### src/rtl/clock_pkg.sv
// Shared types and constants for the clock time-setting controller.
package clock_pkg;

  localparam int HR_W   = 5;
  localparam int MS_W   = 6;
  localparam int HR_MAX = 23;
  localparam int MS_MAX = 59;

  typedef enum logic [2:0] {
    RUN     = 3'd0,
    SET_HR  = 3'd1,
    SET_MIN = 3'd2,
    SET_SEC = 3'd3,
    LOAD    = 3'd4
  } state_t;

  typedef enum logic [1:0] {
    FIELD_NONE = 2'd0,
    FIELD_HR   = 2'd1,
    FIELD_MIN  = 2'd2,
    FIELD_SEC  = 2'd3
  } field_t;

  // Field highlighted on the display for a given state.
  function automatic field_t field_of(input state_t s);
    case (s)
      SET_HR:  return FIELD_HR;
      SET_MIN: return FIELD_MIN;
      SET_SEC: return FIELD_SEC;
      default: return FIELD_NONE;
    endcase
  endfunction

  function automatic logic is_edit(input state_t s);
    return (s == SET_HR) || (s == SET_MIN) || (s == SET_SEC);
  endfunction

endpackage

### src/rtl/wrap_field.sv
// One editable time field: loads a value (out-of-range loads become 0),
// and steps up/down with wrap between 0 and MAX.
module wrap_field #(
  parameter int W   = 6,
  parameter int MAX = 59
) (
  input  logic         clk,
  input  logic         reset,
  input  logic         load,
  input  logic [W-1:0] load_value,
  input  logic         inc,
  input  logic         dec,
  output logic [W-1:0] value
);

  localparam logic [W-1:0] MAX_V = W'(MAX);

  // Field register; load has priority, inc and dec are never both asserted.
  always_ff @(posedge clk) begin
    if (reset) begin
      value <= '0;
    end else if (load) begin
      value <= (load_value > MAX_V) ? '0 : load_value;
    end else if (inc) begin
      value <= (value == MAX_V) ? '0 : value + W'(1);
    end else if (dec) begin
      value <= (value == '0) ? MAX_V : value - W'(1);
    end
  end

endmodule

### src/rtl/clock_set_controller.sv
// Button-driven edit sequencer for the 24-hour clock: captures the running
// time, lets the user edit hr/min/sec field by field, then strobes a load.
//
// state   | meaning
// --------+-----------------------------------------------
// RUN     | clock running, no edit in progress
// SET_HR  | editing hours
// SET_MIN | editing minutes
// SET_SEC | editing seconds
// LOAD    | one-cycle Set_time strobe, then back to RUN
module clock_set_controller
  import clock_pkg::*;
#(
  parameter int TIMEOUT_CYCLES = 1000
) (
  input  logic            Clk,
  input  logic            Reset,
  input  logic            Mode_btn,
  input  logic            Inc_btn,
  input  logic            Dec_btn,
  input  logic [HR_W-1:0] Cur_hr,
  input  logic [MS_W-1:0] Cur_min,
  input  logic [MS_W-1:0] Cur_sec,
  output logic            Set_time,
  output logic [HR_W-1:0] Set_hr,
  output logic [MS_W-1:0] Set_min,
  output logic [MS_W-1:0] Set_sec,
  output logic [1:0]      Field_sel,
  output logic            Editing
);

  localparam int IDLE_W = (TIMEOUT_CYCLES > 2) ? $clog2(TIMEOUT_CYCLES) : 1;
  localparam logic [IDLE_W-1:0] IDLE_LAST = IDLE_W'(TIMEOUT_CYCLES - 1);

  state_t state, state_next;
  logic mode_q, inc_q, dec_q;
  logic mode_press, inc_press, dec_press, any_press;
  logic step_up, step_dn;
  logic capture, idle_clr, idle_inc;
  logic [IDLE_W-1:0] idle;

  assign mode_press = Mode_btn & ~mode_q;
  assign inc_press  = Inc_btn & ~inc_q;
  assign dec_press  = Dec_btn & ~dec_q;
  assign any_press  = mode_press | inc_press | dec_press;

  // Mode wins over Inc/Dec; Inc and Dec together cancel.
  assign step_up = inc_press & ~dec_press & ~mode_press;
  assign step_dn = dec_press & ~inc_press & ~mode_press;

  // Previous button levels for rising-edge detection.
  always_ff @(posedge Clk) begin
    if (Reset) begin
      mode_q <= 1'b0;
      inc_q  <= 1'b0;
      dec_q  <= 1'b0;
    end else begin
      mode_q <= Mode_btn;
      inc_q  <= Inc_btn;
      dec_q  <= Dec_btn;
    end
  end

  // State register.
  always_ff @(posedge Clk) begin
    if (Reset) state <= RUN;
    else       state <= state_next;
  end

  // Next-state logic and idle-counter control.
  always_comb begin
    state_next = state;
    capture    = 1'b0;
    idle_clr   = 1'b0;
    idle_inc   = 1'b0;
    unique case (state)
      RUN: begin
        idle_clr = 1'b1;
        if (mode_press) begin
          state_next = SET_HR;
          capture    = 1'b1;
        end
      end
      SET_HR, SET_MIN, SET_SEC: begin
        if (any_press) begin
          idle_clr = 1'b1;
          if (mode_press) begin
            state_next = (state == SET_HR)  ? SET_MIN :
                         (state == SET_MIN) ? SET_SEC : LOAD;
          end
        end else if (idle == IDLE_LAST) begin
          state_next = RUN;
        end else begin
          idle_inc = 1'b1;
        end
      end
      LOAD: begin
        idle_clr   = 1'b1;
        state_next = RUN;
      end
      default: state_next = RUN;
    endcase
  end

  // Idle counter for abandoning an untouched edit.
  always_ff @(posedge Clk) begin
    if (Reset || idle_clr) idle <= '0;
    else if (idle_inc)     idle <= idle + IDLE_W'(1);
  end

  // Registered status outputs, decoded from the state being entered.
  always_ff @(posedge Clk) begin
    if (Reset) begin
      Set_time  <= 1'b0;
      Editing   <= 1'b0;
      Field_sel <= 2'd0;
    end else begin
      Set_time  <= (state_next == LOAD);
      Editing   <= is_edit(state_next);
      Field_sel <= field_of(state_next);
    end
  end

  wrap_field #(.W(HR_W), .MAX(HR_MAX)) u_hr (
    .clk        (Clk),
    .reset      (Reset),
    .load       (capture),
    .load_value (Cur_hr),
    .inc        (step_up && state == SET_HR),
    .dec        (step_dn && state == SET_HR),
    .value      (Set_hr)
  );

  wrap_field #(.W(MS_W), .MAX(MS_MAX)) u_min (
    .clk        (Clk),
    .reset      (Reset),
    .load       (capture),
    .load_value (Cur_min),
    .inc        (step_up && state == SET_MIN),
    .dec        (step_dn && state == SET_MIN),
    .value      (Set_min)
  );

  wrap_field #(.W(MS_W), .MAX(MS_MAX)) u_sec (
    .clk        (Clk),
    .reset      (Reset),
    .load       (capture),
    .load_value (Cur_sec),
    .inc        (step_up && state == SET_SEC),
    .dec        (step_dn && state == SET_SEC),
    .value      (Set_sec)
  );

endmodule
### config.mk
export PLATFORM = sky130hd
export DESIGN_NAME = clock_set_controller
export DESIGN_NICKNAME = d
export VERILOG_FILES = /design/src/rtl/clock_pkg.sv /design/src/rtl/wrap_field.sv /design/src/rtl/clock_set_controller.sv
export SDC_FILE = /design/constraint.sdc
export NUM_CORES = 1
export LEC_CHECK = 0
export ABC_AREA = 1
export CORE_ASPECT_RATIO = 1.25
export CORE_MARGIN = 1.5
export CORE_UTILIZATION = 55
export DETAILED_ROUTE_END_ITERATION = 8
export DONT_BUFFER_PORTS = 1
export PLACE_DENSITY = 0.67
export SLEW_MARGIN = 25
export SYNTH_ARGS = -nofsm -noshare
export SYNTH_HDL_FRONTEND = slang
export SYNTH_SLANG_ARGS = --single-unit
### constraint.sdc
create_clock -name Clk -period 1.95 [get_ports Clk]
set_input_delay 0.39 -clock Clk [delete_from_list [all_inputs] [get_ports Clk]]
set_output_delay 0.39 -clock Clk [all_outputs]
set_load 0.05 [all_outputs]
==> results_dict.tcl, run 1 <==
set metrics [dict create \
    diodes 0 \
    ant_nets 0 \
    crit_path_end_kind "register" \
    synth_nets 458 \
    ctsLongestPathBuffers 2 \
    synth_area_mm2 0.002625 \
    cts_tree "yes" \
    hold_buffers 0 \
    mostFrequentLayoutCells "111 x nand2_1, 53 x nor2_1, 49 x inv_1, 39 x nand3_1, 37 x dfxtp_1" \
    final_common_cell "nand2_1" \
    gp_congestion 0.9330 \
    whs_endpoint "u_hr.value[3]" \
    nets 475 \
    synthCells 427 \
    fill_cells 454 \
    muxShareOfSynthArea_pct 0 \
    crit_family "simple AND/OR/NAND/NOR gates" \
    synth_compound_area_share_pct 13.39 \
    maxCapViolations 0 \
    crit_path_max_fanout 9 \
    hold_path_class "in -> reg" \
    p_leak_nw 1.331 \
    crit_path_top_delay_cell "dfxtp_1" \
    drtPass1Iterations 4 \
    finalCritPeriodShare_pct 86.84 \
    holdPathStages 1 \
    irDropWorstVdd_uv 474.8 \
    yosys_register_bits 37 \
    relSlewSlack_pct 68.18 \
    htreeDepth 2 \
    die_area_mm2 0.005199 \
    yosys-top-cells-area "dfxtp_1 28%, nand2_1 16%, nor2_1 7.6%, nand3_1 7.4%, inv_1 7.0%" \
    worstHoldStart "Reset" \
    crit_required_ps 2120 \
    tns_ps 0 \
    design_area_mm2 0.002877 \
    critPathArrivalTime_ps 1860 \
    root_buffer "clkbuf_8" \
    grtUsageTotal_pct 25.80 \
    r2r_slack_ps 260 \
    cp-start-kind "register" \
    synthToLayoutAreaGrowth_pct 9.581 \
    wirelength_um 6191 \
    core_mm2 0.004493 \
    path_buf_inv 1 \
    synth-xor-area-share_pct 5.338 \
    r2r_end "idle[9]" \
    placed_area_mm2 0.002790 \
    cts-resized-gates 0 \
    cts_setup_buffers 0 \
    path_depth 8 \
    setup_viol 0 \
    finalHoldViolations 0 \
    clk_pin_slew_worst_paths_ps 80 \
    synth_top_family_by_area "simple AND/OR/NAND/NOR gates" \
    avgRoutedWirePerCell_um 12.31 \
    drive_gt1_share_pct 10.34 \
    seq_area_frac_synth_pct 28.22 \
    synth_top_area_share_pct 28.22 \
    rr_startpoint "idle[0]" \
    vias_per_cell 5.298 \
    row_count 27 \
    portBuffers 0 \
    gr-total-overflow 0 \
    antenna_found_initial 0 \
    grt_pass1_wl_um 10700 \
    clock-sinks 37 \
    outcome "finished clean" \
    path_cells "ha_1, nand2_1, nor2_1, nand4_1, nand2_1, inv_1, nand2_1, a21oi_1" \
    multiInputGateArea_mm2 0.001624 \
    finalWorstSetupSlack_ps 256.6 \
    rr_worst_depth 8 \
    period_needed_ps 1693 \
    slowest_delay_ps 430 \
    netlist.top_cell.by_area "dfxtp_1" \
    start_util_pct 58.42 \
    skew_ps 6.536 \
    initialDrtViolationCount 140 \
    yosys.area_share.simple_pct 38.85 \
    die_x_um 64.79 \
    grt_max_degree 18 \
    yosysWarnings 0 \
    crit_top_cell "nand2_1" \
    synthAdderAreaFrac_pct 4.290 \
    utilization_pct 64.02 \
    worstMarginPinSlew_ps 476.6 \
    drc_errors 0 \
    cts_made_buffers 5 \
    ios 43 \
    grt_pass1_vias 2455 \
    avgSynthCellArea_um2 6.148 \
    dieHeight_um 80.24 \
    max_freq_mhz 590.5 \
    pre_cts_slack_ps 282.1 \
    ys_types 28 \
    slew_viol_final 0 \
    dp_hpwl_um 4705 \
    crit_type "reg -> reg" \
    rsz0062_at_grt "no" \
    num_vias 2665 \
    clkLatencyLatePin_ps 290 \
    seqCellArea_um2 740.7 \
    cellPowerDensity_mw_per_mm2 728.3 \
]
-- per-stage QoR --
stage          cells  power (mW)  hold WS [ps]
3_5_place_dp     495       1.572         463.6
5_1_grt          503       2.232         139.1
2_1_floorplan    427       1.418         444.6
4_1_cts          503       2.104         150.7
6_report         503       2.095         154.7
3_3_place_gp     495       1.565         457.4
-- routing by layer --
layer | global-route usage (%) | wire length, µm | vias to the layer above
li1 | - | - | 1413
met1 | 31.61 | 2817 | 1177
met2 | 45.26 | 3009 | 63
met3 | 4.482 | 255 | 12
met4 | 8.511 | 108 | 0
met5 | 0 | 0 | -
-- flip-flops by register name, indices dropped and copies added (netlist names) --
| name | cells |
|---|---|
| u_sec.value | 6 |
| Set_time | 1 |
| Field_sel | 2 |
| u_hr.value | 5 |
| mode_q | 1 |
| u_min.value | 6 |
| Editing | 1 |
| dec_q | 1 |
| idle | 10 |
| inc_q | 1 |
| state | 3 |
-- cell type report --
cell class	instances	share of cell area (%)
Multi-Input combinational cell	326	56.46
Sequential cell	37	25.75
Inverter	54	7.047
Timing Repair Buffer	20	5.220
Tap cell	58	2.523
Clock buffer	5	2.392
Clock inverter	3	0.6090
-- cells by family (layout without fill, tap and decap cells) --
kind of cell | count (synthesis) | count (layout)
AOI/OAI and AO/OA | 68 | 68
and+or+nand+nor | 233 | 233
adders and majority gates | 9 | 9
DFF | 37 | 37
xor gates and xnor gates | 16 | 16
buffers and inverters | 64 | 82
-- worst max-delay path by stage --
stage | slack, ps | endpoint | from
after floorplan | 220 | u_sec.value[4] | u_sec.value[0]
after global placement | 300 | idle[1] | Mode_btn
after detailed placement | 280 | idle[9] | idle[0]
after CTS | 270 | idle[9] | idle[0]
after global routing | 60 | idle[7] | idle[0]
final | 260 | idle[9] | idle[0]
-- report_power, final --
group	internal (mW)	leakage [nW]	switching, mW
clock network	0.247	0.0439	0.288
registers	0.802	0.303	0.0774
logic	0.222	0.984	0.459
total	1.27	1.33	0.824
-- synthesized netlist by cell type --
library cell,n
a31oi_1,1
buf_6,2
or2_2,1
xnor2_1,2
o21ai_1,1
nor4_1,2
xor2_1,14
inv_2,5
nor2_4,2
nand2_1,111
nand3_2,2
nor2_1,53
a21oi_1,28
o2111ai_1,1
ha_1,9
clkbuf_1,4
inv_1,49
o21ai_2,1
nand4_1,10
nand3_4,1
o21ai_0,35
dfxtp_1,37
nor2_2,3
nand3_1,39
o21bai_1,1
buf_2,4
nor3_1,6
nand2_2,3
Note: power is estimated with default switching activity, not from simulation.
==> run 2, diff against run 1 <==
CAP_MARGIN = 20   (was not set)
TNS_END_PERCENT = 50   (was not set)
==> results of run 2 <==
The final DEF is identical to that of run 1; final timing and power are the same.
==> run 3, diff against run 2 <==
MAX_ROUTING_LAYER = met4   (was not set)
PLACE_DENSITY = 0.66   (was 0.67)
==> run 3 against run 2 <==
  * Design area did not move
  * Clock skew fell by 1.4 ps
  * Critical path type unchanged
  * Worst setup slack improved by 82 ps
  * Hold slack improved by 4.0 ps
  * Largest cell class unchanged
  * Total power fell by 0.21%
==> results_dict.tcl, run 3 (synthesized netlist as in run 1, its figures left out) <==
set metrics [dict create \
    vias_per_cell 5.276 \
    nets 475 \
    diodes 0 \
    cp-start-kind "register" \
    routed-wl-met2_um 2940 \
    cts_setup_buffers 0 \
    drive_gt1_share_pct 10.34 \
    start_util_pct 58.42 \
    crit_type "reg -> reg" \
    portBuffers 0 \
    clkLatencyLatePin_ps 290 \
    worstMarginPinSlew_ps 475.8 \
    cts_tree "yes" \
    grt_max_degree 18 \
    slew_viol_final 0 \
    cts-resized-gates 0 \
    grtUsageTotal_pct 25.31 \
    avgRoutedWirePerCell_um 11.69 \
    antenna_found_initial 0 \
    p_leak_nw 1.331 \
    rsz0062_at_grt "no" \
    initialDrtViolationCount 166 \
    wl_met1_um 2620 \
    wirelength_um 5879 \
    die_x_um 64.79 \
    finalCritPeriodShare_pct 82.66 \
    crit_top_cell "nand2_1" \
    crit_path_end_kind "register" \
    ios 43 \
    largest_reg_flops 10 \
    pre_cts_slack_ps 309.6 \
    grt_pass1_wl_um 10350 \
    hold_buffers 0 \
    skew_ps 5.181 \
    critPathArrivalTime_ps 1800 \
    final_common_cell "nand2_1" \
    dp_hpwl_um 4469 \
    finalHoldViolations 0 \
    top_regs "idle (10), u_min.value (6), u_sec.value (6)" \
    finalWorstSetupSlack_ps 338.2 \
    ant_nets 0 \
    gp_congestion 0.9137 \
    finalPower_mw 2.091 \
    ctsLongestPathBuffers 2 \
    outcome "finished clean" \
    crit_required_ps 2140 \
    relSlewSlack_pct 68.24 \
    setup_viol 0 \
    hold_path_class "in -> reg" \
    tns_ps 0 \
    num_vias 2654 \
    die_area_mm2 0.005199 \
    design_area_mm2 0.002877 \
    crit_family "simple AND/OR/NAND/NOR gates" \
    clk_pin_slew_worst_paths_ps 80 \
    cellPowerDensity_mw_per_mm2 726.8 \
    max_freq_mhz 620.4 \
    drc_errors 0 \
    top_layer_used "met4" \
    row_count 27 \
    crit_path_max_fanout 8 \
    mostFrequentLayoutCells "111 x nand2_1, 53 x nor2_1, 49 x inv_1, 39 x nand3_1, 37 x dfxtp_1" \
    grt_pass1_vias 2419 \
    path_cells "ha_1, nand2_1, nor2_1, nand4_1, nand2_1, buf_4, o21ai_0, nand2_1, nor2_1" \
    core_mm2 0.004493 \
    placed_area_mm2 0.002790 \
    clock-sinks 37 \
    htreeDepth 2 \
    maxCapViolations 0 \
    period_needed_ps 1612 \
    crit_path_top_delay_cell "dfxtp_1" \
    root_buffer "clkbuf_8" \
    dr_wl_met3_um 269 \
    path_buf_inv 1 \
    drtPass1Iterations 4 \
    regMostFlops "idle" \
    synthToLayoutAreaGrowth_pct 9.581 \
    dieHeight_um 80.24 \
    cts_made_buffers 5 \
    irDropWorstVdd_uv 409.9 \
    gr-total-overflow 0 \
    slowest_delay_ps 410 \
]
## run 3: final cells by class
type / count / area (µm²)
Timing Repair Buffer: 20 / 150.1
Fill cell: 447 / 1617
Inverter: 54 / 202.7
Clock buffer: 5 / 68.82
Clock inverter: 3 / 17.52
Tap cell: 58 / 72.57
Multi-Input combinational cell: 326 / 1624
Sequential cell: 37 / 740.7
## run 3: final timing paths
| check | from | to | slack (ps) | depth (start not counted) |
|---|---|---|---|---|
| setup / recovery | idle[0] | idle[3] | 340 | 9 |
| hold / removal | Reset | u_hr.value[3] | 160 | 1 |
| setup reg to reg | idle[0] | idle[3] | 340 | 9 |
| hold reg to reg | idle[9] | idle[9] | 470 | 2 |
## run 3: per-layer routing
layer	vias up	GRT usage, %
li1	1421	-
met1	1165	30.23
met2	62	44.12
met3	6	3.782
met4	0	7.021
met5	-	-
## run 3: power breakdown
part / internal [mW] / switching [mW] / total (mW)
sequential: 0.802 / 0.0792 / 0.881
combinational: 0.222 / 0.450 / 0.672
clock: 0.247 / 0.291 / 0.538
total: 1.27 / 0.820 / 2.09
## run 3: per-stage QoR
stage                     cells  utilization [%]  hold WS (ps)
after floorplan             427                -         444.6
after global placement      495            62.10         454.9
after detailed placement    495            62.10         463.0
after CTS                   503            64.02         157.1
after global routing        503            64.02         145.0
final                       503            64.02         158.7
